==> src/rtl/vga_pkg.sv <==
// Shared definitions for the VGA framebuffer fetch path.
// Holds the controller state encoding, the default frame geometry and the word stride.
// Framebuffer words are 32-bit, so consecutive pixels sit 4 bytes apart.
package vga_pkg;

    typedef enum logic [1:0] {
        ST_IDLE  = 2'd0,
        ST_FLUSH = 2'd1,
        ST_FILL  = 2'd2,
        ST_RUN   = 2'd3
    } vga_state_t;

    localparam int unsigned VGA_H_ACTIVE     = 640;
    localparam int unsigned VGA_V_ACTIVE     = 480;
    localparam int unsigned VGA_FRAME_PIXELS = VGA_H_ACTIVE * VGA_V_ACTIVE;
    localparam int unsigned VGA_FB_BASE      = 0;
    localparam int unsigned VGA_WORD_STRIDE  = 4;

endpackage

==> src/rtl/vga_credit_counter.sv <==
// Counts memory reads that have been accepted but whose data has not yet returned.
// Latency: count reflects inc/dec on the cycle after they occur.
// Backpressure: never counts above MAX_OUT or below zero; simultaneous inc and dec cancel.
module vga_credit_counter #(
    parameter int unsigned MAX_OUT = 4,
    parameter int unsigned CNT_W   = $clog2(MAX_OUT + 1)
) (
    input  logic             clk,
    input  logic             rst,
    input  logic             i_inc,
    input  logic             i_dec,
    output logic [CNT_W-1:0] o_count
);

    logic [CNT_W-1:0] r_count;

    // Up/down count with saturation at both ends.
    always_ff @(posedge clk or negedge rst) begin
        if (!rst) begin
            r_count <= '0;
        end else begin
            case ({i_inc, i_dec})
                2'b10: if (32'(r_count) < MAX_OUT) r_count <= r_count + CNT_W'(1);
                2'b01: if (r_count != '0)          r_count <= r_count - CNT_W'(1);
                default: ;
            endcase
        end
    end

    assign o_count = r_count;

endmodule

==> src/rtl/vga_fetch_ctrl.sv <==
// Fetches framebuffer words from memory into the 8-deep pixel FIFO for VGA scan-out.
// Latency: a read issues combinationally in FILL/RUN; returned data is written to the FIFO in the same cycle.
// Backpressure: reads are credit-limited by FIFO free slots and MAX_OUT; a stalled request is held until accepted.
module vga_fetch_ctrl
    import vga_pkg::*;
#(
    parameter int unsigned ADDR_W       = 32,
    parameter int unsigned FB_BASE      = VGA_FB_BASE,
    parameter int unsigned FRAME_PIXELS = VGA_FRAME_PIXELS,
    parameter int unsigned MAX_OUT      = 4
) (
    input  logic              clk,
    input  logic              rst,
    input  logic              enable,
    input  logic              frame_start,
    input  logic              pixel_req,
    input  logic [4:0]        fifo_freeslots,
    input  logic              fifo_empty,
    output logic              fifo_wr_en,
    output logic              fifo_rd_en,
    output logic              fifo_flush,
    output logic              mem_read,
    output logic [ADDR_W-1:0] mem_address,
    input  logic              mem_waitrequest,
    input  logic              mem_readdatavalid,
    output logic              underflow,
    output logic [1:0]        state
);

    localparam int unsigned       CNT_W     = $clog2(MAX_OUT + 1);
    localparam int unsigned       WORD_W    = $clog2(FRAME_PIXELS + 1);
    localparam logic [ADDR_W-1:0] BASE_ADDR = ADDR_W'(FB_BASE);
    localparam logic [ADDR_W-1:0] STRIDE    = ADDR_W'(VGA_WORD_STRIDE);

    vga_state_t        r_state;
    vga_state_t        w_state_nxt;
    logic              r_pend;
    logic [ADDR_W-1:0] r_addr;
    logic [WORD_W-1:0] r_words;
    logic              r_underflow;
    logic [CNT_W-1:0]  w_outstanding;
    logic              w_fetching;
    logic              w_issue;
    logic              w_mem_read;
    logic              w_accept;
    logic              w_bus_quiet;
    logic              w_frame_done;

    vga_credit_counter #(
        .MAX_OUT (MAX_OUT),
        .CNT_W   (CNT_W)
    ) u_credit (
        .clk     (clk),
        .rst     (rst),
        .i_inc   (w_accept),
        .i_dec   (mem_readdatavalid),
        .o_count (w_outstanding)
    );

    // A new read needs a free FIFO slot for every word already in flight plus itself.
    assign w_fetching   = (r_state == ST_FILL) || (r_state == ST_RUN);
    assign w_issue      = w_fetching && !r_pend
                       && (32'(r_words) < FRAME_PIXELS)
                       && (32'(w_outstanding) < MAX_OUT)
                       && (32'(fifo_freeslots) > 32'(w_outstanding));
    // A request that met waitrequest stays asserted regardless of state changes.
    assign w_mem_read   = r_pend || w_issue;
    assign w_accept     = w_mem_read && !mem_waitrequest;
    assign w_bus_quiet  = (w_outstanding == '0) && !w_mem_read;
    assign w_frame_done = (32'(r_words) == FRAME_PIXELS) && (w_outstanding == '0);

    // State register.
    always_ff @(posedge clk or negedge rst) begin
        if (!rst) begin
            r_state <= ST_IDLE;
        end else begin
            r_state <= w_state_nxt;
        end
    end

    // Next-state decode and FIFO strobes.
    always_comb begin
        w_state_nxt = r_state;
        fifo_flush  = (r_state == ST_FLUSH);
        fifo_wr_en  = mem_readdatavalid && w_fetching;
        fifo_rd_en  = (r_state == ST_RUN) && pixel_req && !fifo_empty;
        if (frame_start) begin
            w_state_nxt = ST_FLUSH;
        end else begin
            case (r_state)
                ST_FLUSH: if (w_bus_quiet) w_state_nxt = enable ? ST_FILL : ST_IDLE;
                ST_FILL:  if ((fifo_freeslots == '0) || w_frame_done) w_state_nxt = ST_RUN;
                default:  ;
            endcase
        end
    end

    // Request tracking: hold a stalled request, step the address on acceptance, rewind during flush.
    always_ff @(posedge clk or negedge rst) begin
        if (!rst) begin
            r_pend  <= 1'b0;
            r_addr  <= BASE_ADDR;
            r_words <= '0;
        end else begin
            r_pend <= w_mem_read && mem_waitrequest;
            if (w_accept) begin
                r_addr  <= r_addr + STRIDE;
                r_words <= r_words + WORD_W'(1);
            end else if ((r_state == ST_FLUSH) && !w_mem_read) begin
                r_addr  <= BASE_ADDR;
                r_words <= '0;
            end
        end
    end

    // Sticky underflow: scan-out asked for a pixel the FIFO did not have.
    always_ff @(posedge clk or negedge rst) begin
        if (!rst) begin
            r_underflow <= 1'b0;
        end else if ((r_state == ST_RUN) && pixel_req && fifo_empty) begin
            r_underflow <= 1'b1;
        end
    end

    assign mem_read    = w_mem_read;
    assign mem_address = r_addr;
    assign underflow   = r_underflow;
    assign state       = r_state;

endmodule

==> config.mk <==
export PLATFORM = sky130hd
export DESIGN_NAME = vga_fetch_ctrl
export DESIGN_NICKNAME = d
export VERILOG_FILES = /design/src/rtl/vga_pkg.sv /design/src/rtl/vga_credit_counter.sv /design/src/rtl/vga_fetch_ctrl.sv
export SDC_FILE = /design/constraint.sdc
export NUM_CORES = 1
export LEC_CHECK = 0
export BUFFER_PORTS_ARGS = -buffer_cell sky130_fd_sc_hd__buf_4
export CELL_PAD_IN_SITES_DETAIL_PLACEMENT = 1
export CELL_PAD_IN_SITES_GLOBAL_PLACEMENT = 2
export CORE_MARGIN = 2
export CORE_UTILIZATION = 36
export CTS_BUF_LIST = sky130_fd_sc_hd__clkbuf_8
export DETAILED_ROUTE_END_ITERATION = 8
export HOLD_SLACK_MARGIN = 0.15
export PLACE_DENSITY_LB_ADDON = 0.1
export SETUP_SLACK_MARGIN = 0.5
export SLEW_MARGIN = 5
export SYNTH_ARGS = -nofsm -noshare
export SYNTH_HDL_FRONTEND = slang
export SYNTH_SLANG_ARGS = --single-unit
==> constraint.sdc <==
create_clock -name clk -period 3.6 [get_ports clk]
set_clock_uncertainty 0.2 [all_clocks]
set_input_delay 0.54 -clock clk [delete_from_list [all_inputs] [get_ports clk]]
set_output_delay 0.54 -clock clk [all_outputs]
set_load 0.005 [all_outputs]
Yosys cells after proc, flatten, opt, wreduce, memory -nomap -nowiden
Cells that the tools add are included.
Storage, ports and cells
  flip-flop bits (word level): 58
  input port bits: 13
  logic and storage cells: 63
Operators by class
  add/sub/neg operators: 4
  magnitude comparators: 3
  equality and inequality tests: 10
  multiplexer cells: 12
  reduce and logical (&&, ||, !) cells: 28
Operators with widths (number)
  2-to-1 mux 32 bit: 2
  2-to-1 mux 19 bit: 2
  adder 32 x 3 -> 32 bit (second input constant): 1
  adder 19 x 1 -> 19 bit (second input constant): 1
  equality test 19 bit (second input constant): 1
  < comparator 19 bit (second input constant): 1
  logical AND 1 bit: 13
  2-to-1 mux 2 bit: 4
  equality test 2 bit (second input constant): 3
  2-to-1 mux 3 bit: 2
  inequality test 3 x 2 -> 1 bit (second input constant): 2
  one-hot mux 3 bit (2 select lines): 1
  AND reduction 3 bit: 2
  nonzero test 3 bit: 2
  greater-than comparator 5 x 3 -> 1 bit: 1
  zero test 5 bit: 1
  equality test 2 x 1 -> 1 bit (second input constant): 2
  zero test 1 bit: 4
  one-hot mux 2 bit (2 select lines): 1
  nonzero test 2 bit: 2
  adder 3 x 1 -> 3 bit (second input constant): 1
  zero test 3 bit: 1
  logical OR 1 bit: 3
  < comparator 3 bit (second input constant): 1
  other kinds (3): 3

Logic depth before layout (Yosys ltp)
  word-level depth: 12
  gate-level depth with buffers: 12
  gate-level depth less buffers: 11

Modules after synthesis
Synthesis repeated with hierarchy kept, for this count alone.
Second synthesis, totals
  cells, all modules: 343
  area total of the unflattened synthesis: 3220.6 um2
Modules (own cells, without submodules)
  vga_fetch_ctrl: instances 1, cells an instance 321, area each 3002.9 um2
  vga_credit_counter: instances 1, cells an instance 22, area each 217.7 um2

Least setup slack after synthesis
No wires, ideal clock.
  path type: input to register
  start: in fifo_freeslots[1]
  end: reg u_credit.r_count[2] (netlist: u_credit.o_count[2])
  setup time: 69 ps
  data arrival time: 2358 ps
  setup slack: 973 ps
  stages: 10
  cell sequence: ha_1 > a211oi_1 > o21ai_2 > nand3_4 > buf_2 > nand2_1 > fa_1 > nor2_1 > o211ai_1 > nand3_1
On the way
  longest elaborated chain between the ends: 7
RTL lines
  from (decl): RTL line vga_fetch_ctrl.sv:17  | input logic [4:0] fifo_freeslots,
  greater-than comparator 5 x 3 -> 1 bit (*): RTL line vga_fetch_ctrl.sv:65  | && (32'(fifo_freeslots) > 32'(w_outstanding));
  logical AND 1 bit (*): RTL line vga_fetch_ctrl.sv:65
  logical OR 1 bit (*): RTL line vga_fetch_ctrl.sv:67  | assign w_mem_read = r_pend || w_issue;
  logical AND 1 bit (*): RTL line vga_fetch_ctrl.sv:68  | assign w_accept = w_mem_read && !mem_waitrequest;
  equality test 2 x 1 -> 1 bit or equality test 2 bit (tied branches): RTL line vga_credit_counter.sv:22  | case ({i_inc, i_dec})
  inequality test 2 x 1 -> 1 bit (no line), or another cell as far along
  AND reduction 3 bit (no line)
  to (signal assigned): RTL line vga_credit_counter.sv:23  | 2'b10: if (32'(r_count) < MAX_OUT) r_count <= r_count + CNT_W'(1);
  to (signal assigned): RTL line vga_credit_counter.sv:24  | 2'b01: if (r_count != '0) r_count <= r_count - CNT_W'(1);
  to (decl): RTL line vga_credit_counter.sv:15  | logic [CNT_W-1:0] r_count;
Mark *: on every way between the ends. The rest lies on a longest branch, timed or not.
A chain may end at the register's enable or synchronous reset.

Worst setup path after layout
  start: reg u_credit.r_count[2] (netlist: u_credit.o_count[2])
  end: out mem_read
On the way
  longest elaborated chain between the ends: 4
RTL lines
  parallel branches: the longest is 2 deep, another holds greater-than comparator 5 x 3 -> 1 bit
  logical AND 1 bit (*): RTL line vga_fetch_ctrl.sv:65
  logical OR 1 bit (*): RTL line vga_fetch_ctrl.sv:67
  to (decl): RTL line vga_fetch_ctrl.sv:22  | output logic mem_read,
Every way passes the cells marked *.

==> impl_metrics.py <==
metrics = {
    "setup_path": {
        "r2r_start": "u_credit.o_count[2]$_DFFE_PN0P_",
        "r2r-end": "r_words[9]$_DFFE_PN0P_",
        "reg2regPathDepth": 9,
        "setup.worst_path.class": "register to output pin",
        "end_kind": "output pin",
        "start_kind": "register",
        "endpoint": "mem_read",
        "regToRegSetupSlack_ps": 760,
        "required_ps": 2860,
        "crit_fanout": 7,
        "cp_data_arrival_time_ps": 2170,
        "startpoint": "u_credit.o_count[2]$_DFFE_PN0P_",
    },
    "drt": {
        "dr.first_iter.drc_count": 102,
        "routed_wl_mm": 8.72,
        "ant_nets": 0,
        "post_drt_wl_per_cell_um": 17.2,
        "drc": 0,
        "dr.pass1.iters": 4,
        "via_per_inst": 5.58,
        "num_vias": 2835,
    },
    "placed_design": {
        "portBuffers": 49,
        "gp_congestion": 0.754,
        "dp_hpwl_mm": 6.16,
        "dpl_cell_area_um2": 3660,
        "post-place-cells": 499,
    },
    "flow_run": {
        "cap_violations": 0,
    },
    "logic_synthesis": {
        "synth_seq_cells": 56,
        "avgSynthCellArea_um2": 9.10,
        "synth_top_area_cell": "dfrtp_1",
        "yosys_warnings": 0,
        "synthTopCellsByArea": "dfrtp_1, mux2i_1, nand2_1, nand3_1, o21ai_0",
        "syn_inst": 352,
        "ys_seq_area_share_pct": 43.7,
        "synth_top_area_share_pct": 43.7,
        "syn_area_um2": 3200,
        "yosysUniqueCellTypes": 52,
    },
    "cts": {
        "root_buffer": "clkbuf_8",
        "clock_path_buffers": 2,
        "h-tree-depth": 2,
        "worstSkewPairLatency_ps": 310,
        "cts.clk_slew.worst_paths_ps": 100,
        "cts_num_sinks": 56,
        "cts_buffers": 5,
        "tritoncts": "done",
    },
    "finish": {
        "layout-drive-gt1-share_pct": 17.8,
        "final_cell_area_um2": 3760,
        "final_cells": 508,
        "syn2layout_area_growth_pct": 17.3,
        "utilization_pct": 43.3,
        "nets": 419,
        "antenna_cells": 0,
    },
    "sta": {
        "final_hold_viol_count": 0,
        "min_period_ps": 2910,
        "period_share_pct": 80.9,
        "fin_tns_setup_ps": 0,
        "slew_headroom_pct": 50.4,
        "setup_viol": 0,
        "final_max_slew_viol_count": 0,
        "fmax_mhz": 343,
        "rsz0062_at_grt": "no",
        "worst_slew_pin_slew_ps": 744,
    },
    "grt": {
        "grt_pass1_wl_mm": 15.1,
        "grt_max_degree": 57,
        "antenna_found_initial": 0,
        "grt_remaining_overflow": 0,
        "grt_usage_pct": 19.0,
        "grt_pass1_vias": 2934,
    },
    "pwr": {
        "p_leak_nw": 1.72,
        "power_density_nw_per_um2": 442,
        "ir_drop_uv": 166,
        "netSwitchingFraction_pct": 38.6,
        "seq_power_share_pct": 42.7,
        "clkPwrFrac_pct": 21.6,
        "p_total_mw": 1.66,
        "switching_power_mw": 0.642,
        "internal_power_mw": 1.02,
        "combPwrFrac_pct": 35.7,
    },
    "floorplanning": {
        "die_h_um": 98.3,
        "fp.dieArea_um2": 9670,
        "ios": 52,
        "start_util_pct": 36.9,
        "dieWidth_um": 98.3,
        "rows": 34,
        "core_um2": 8680,
    },
    "outcome": {
        "run_status": "finished clean",
    },
    "worst_hold_path": {
        "worstHoldPathType": "primary input to register",
    },
}
[synthesized netlist by cell type, drive strengths merged]
master and n:
o21ai 28, inv 19, ha 6, o211ai 7, o2111ai 1, nor4 10
o311ai 2, fa 1, clkbuf 4, nor2b 2, or3 8, a211oi 1
mux2i 19, nand2 46, a21oi 17, or2 1, a41oi 2, o41ai 2
nor2 11, dfrtp 56, nor3b 5, a22o 1, and3 9, buf 13
a21o 6, nor4b 1, conb 1, and4 4, and2 3, nor3 9
nand4 15, a32oi 1, o31ai 7, a31oi 2, o21a 1, nand3 25
mux2 1, a41o 1, or4 1, nand2b 2, a21boi 1
[how the worst min path moves through the flow]
| stage | startpoint | endpoint | slack (ps) | depth (start not counted) |
|---|---|---|---|---|
| floorplan | rst | mem_address[10]$_DFFE_PN0P_ | 40 | 0 |
| detailed placement | underflow$_DFFE_PN0P_ | underflow$_DFFE_PN0P_ | 280 | 1 |
| CTS | frame_start | state[1]$_DFFE_PN0P_ | 170 | 2 |
| finish | frame_start | state[1]$_DFFE_PN0P_ | 170 | 2 |
| global route | frame_start | state[1]$_DFFE_PN0P_ | 150 | 2 |
| global placement | underflow$_DFFE_PN0P_ | underflow$_DFFE_PN0P_ | 250 | 1 |
[area by class of cell]
class | count | area (um2)
timing repair buffer | 56 | 423
sequential | 56 | 1400
inverter | 19 | 71.3
fill | 1036 | 4920
clock inverter | 2 | 7.51
multi-input combinational | 261 | 1640
clock buffer | 6 | 82.6
tap | 108 | 135
[power by group through the flow]
stage               logic (mW)  clock network (mW)  registers [mW]
finish                   0.593               0.359           0.711
global route             0.670               0.400           0.721
CTS                      0.602               0.380           0.711
detailed placement       0.599                   0           0.723
global placement         0.588                   0           0.724
floorplan                0.387                   0           0.714
[cell usage in the layout, fill, tap and decap left out, types with 10 or more instances in the layout]
cell type  synthesis  routed
mux2i_1           19      19
nor2_1            11      11
inv_1             19      21
nor4_1            10      10
nand4_1           15      15
nand2_1           46      46
dfrtp_1           56      56
o21ai_0           23      23
nand3_1           24      24
a21oi_1           17      17
buf_4              4      55
[state kept, by name (all words and copies together), names as in the netlist]
name,cells
r_words,19
mem_address,30
underflow,1
r_pend,1
state,2
u_credit.o_count,3
[kinds of logic after synthesis]
group	after synthesis	share of synthesized area, %
muxes	20	6.29
buffers and inverters	36	5.23
DFF	56	43.7
AOI/OAI and AO/OA	80	16.0
adders and majority gates	7	2.97
and+or+nand+nor	152	25.6
other	1	0.117
[per-layer routing]
metal  global-route usage (%)  share of wire [%]  vias up
met5                        0                  0        -
met4                     4.43               0.92        0
met3                     3.22                3.3        8
met2                     31.7                 47       48
met1                     25.9                 49     1395
li1                         -                  -     1384
[worst max-delay path, cell delays in order (launching register included)]
cell,delay [ps]
dfrtp_1,470
inv_1,150
ha_1,310
nand3_1,80
o21ai_0,140
o21ai_2,310
nand2_1,160
inv_1,130
buf_4,120
[through the flow]
step / setup WS (ps) / hold slack, ps
finish: 687 / 173
floorplan: 973 / 44.4
CTS: 718 / 166
global route: 506 / 154
detailed placement: 692 / 277
global placement: 716 / 253
[timing repair]
action | 4_1_cts | 5_1_grt
hold buffers | 1 | 0
hold endpoints to repair | 56 | 0
setup buffers | 0 | 0
resized for setup | 0 | 0
Power figures use the tool's default switching activity.
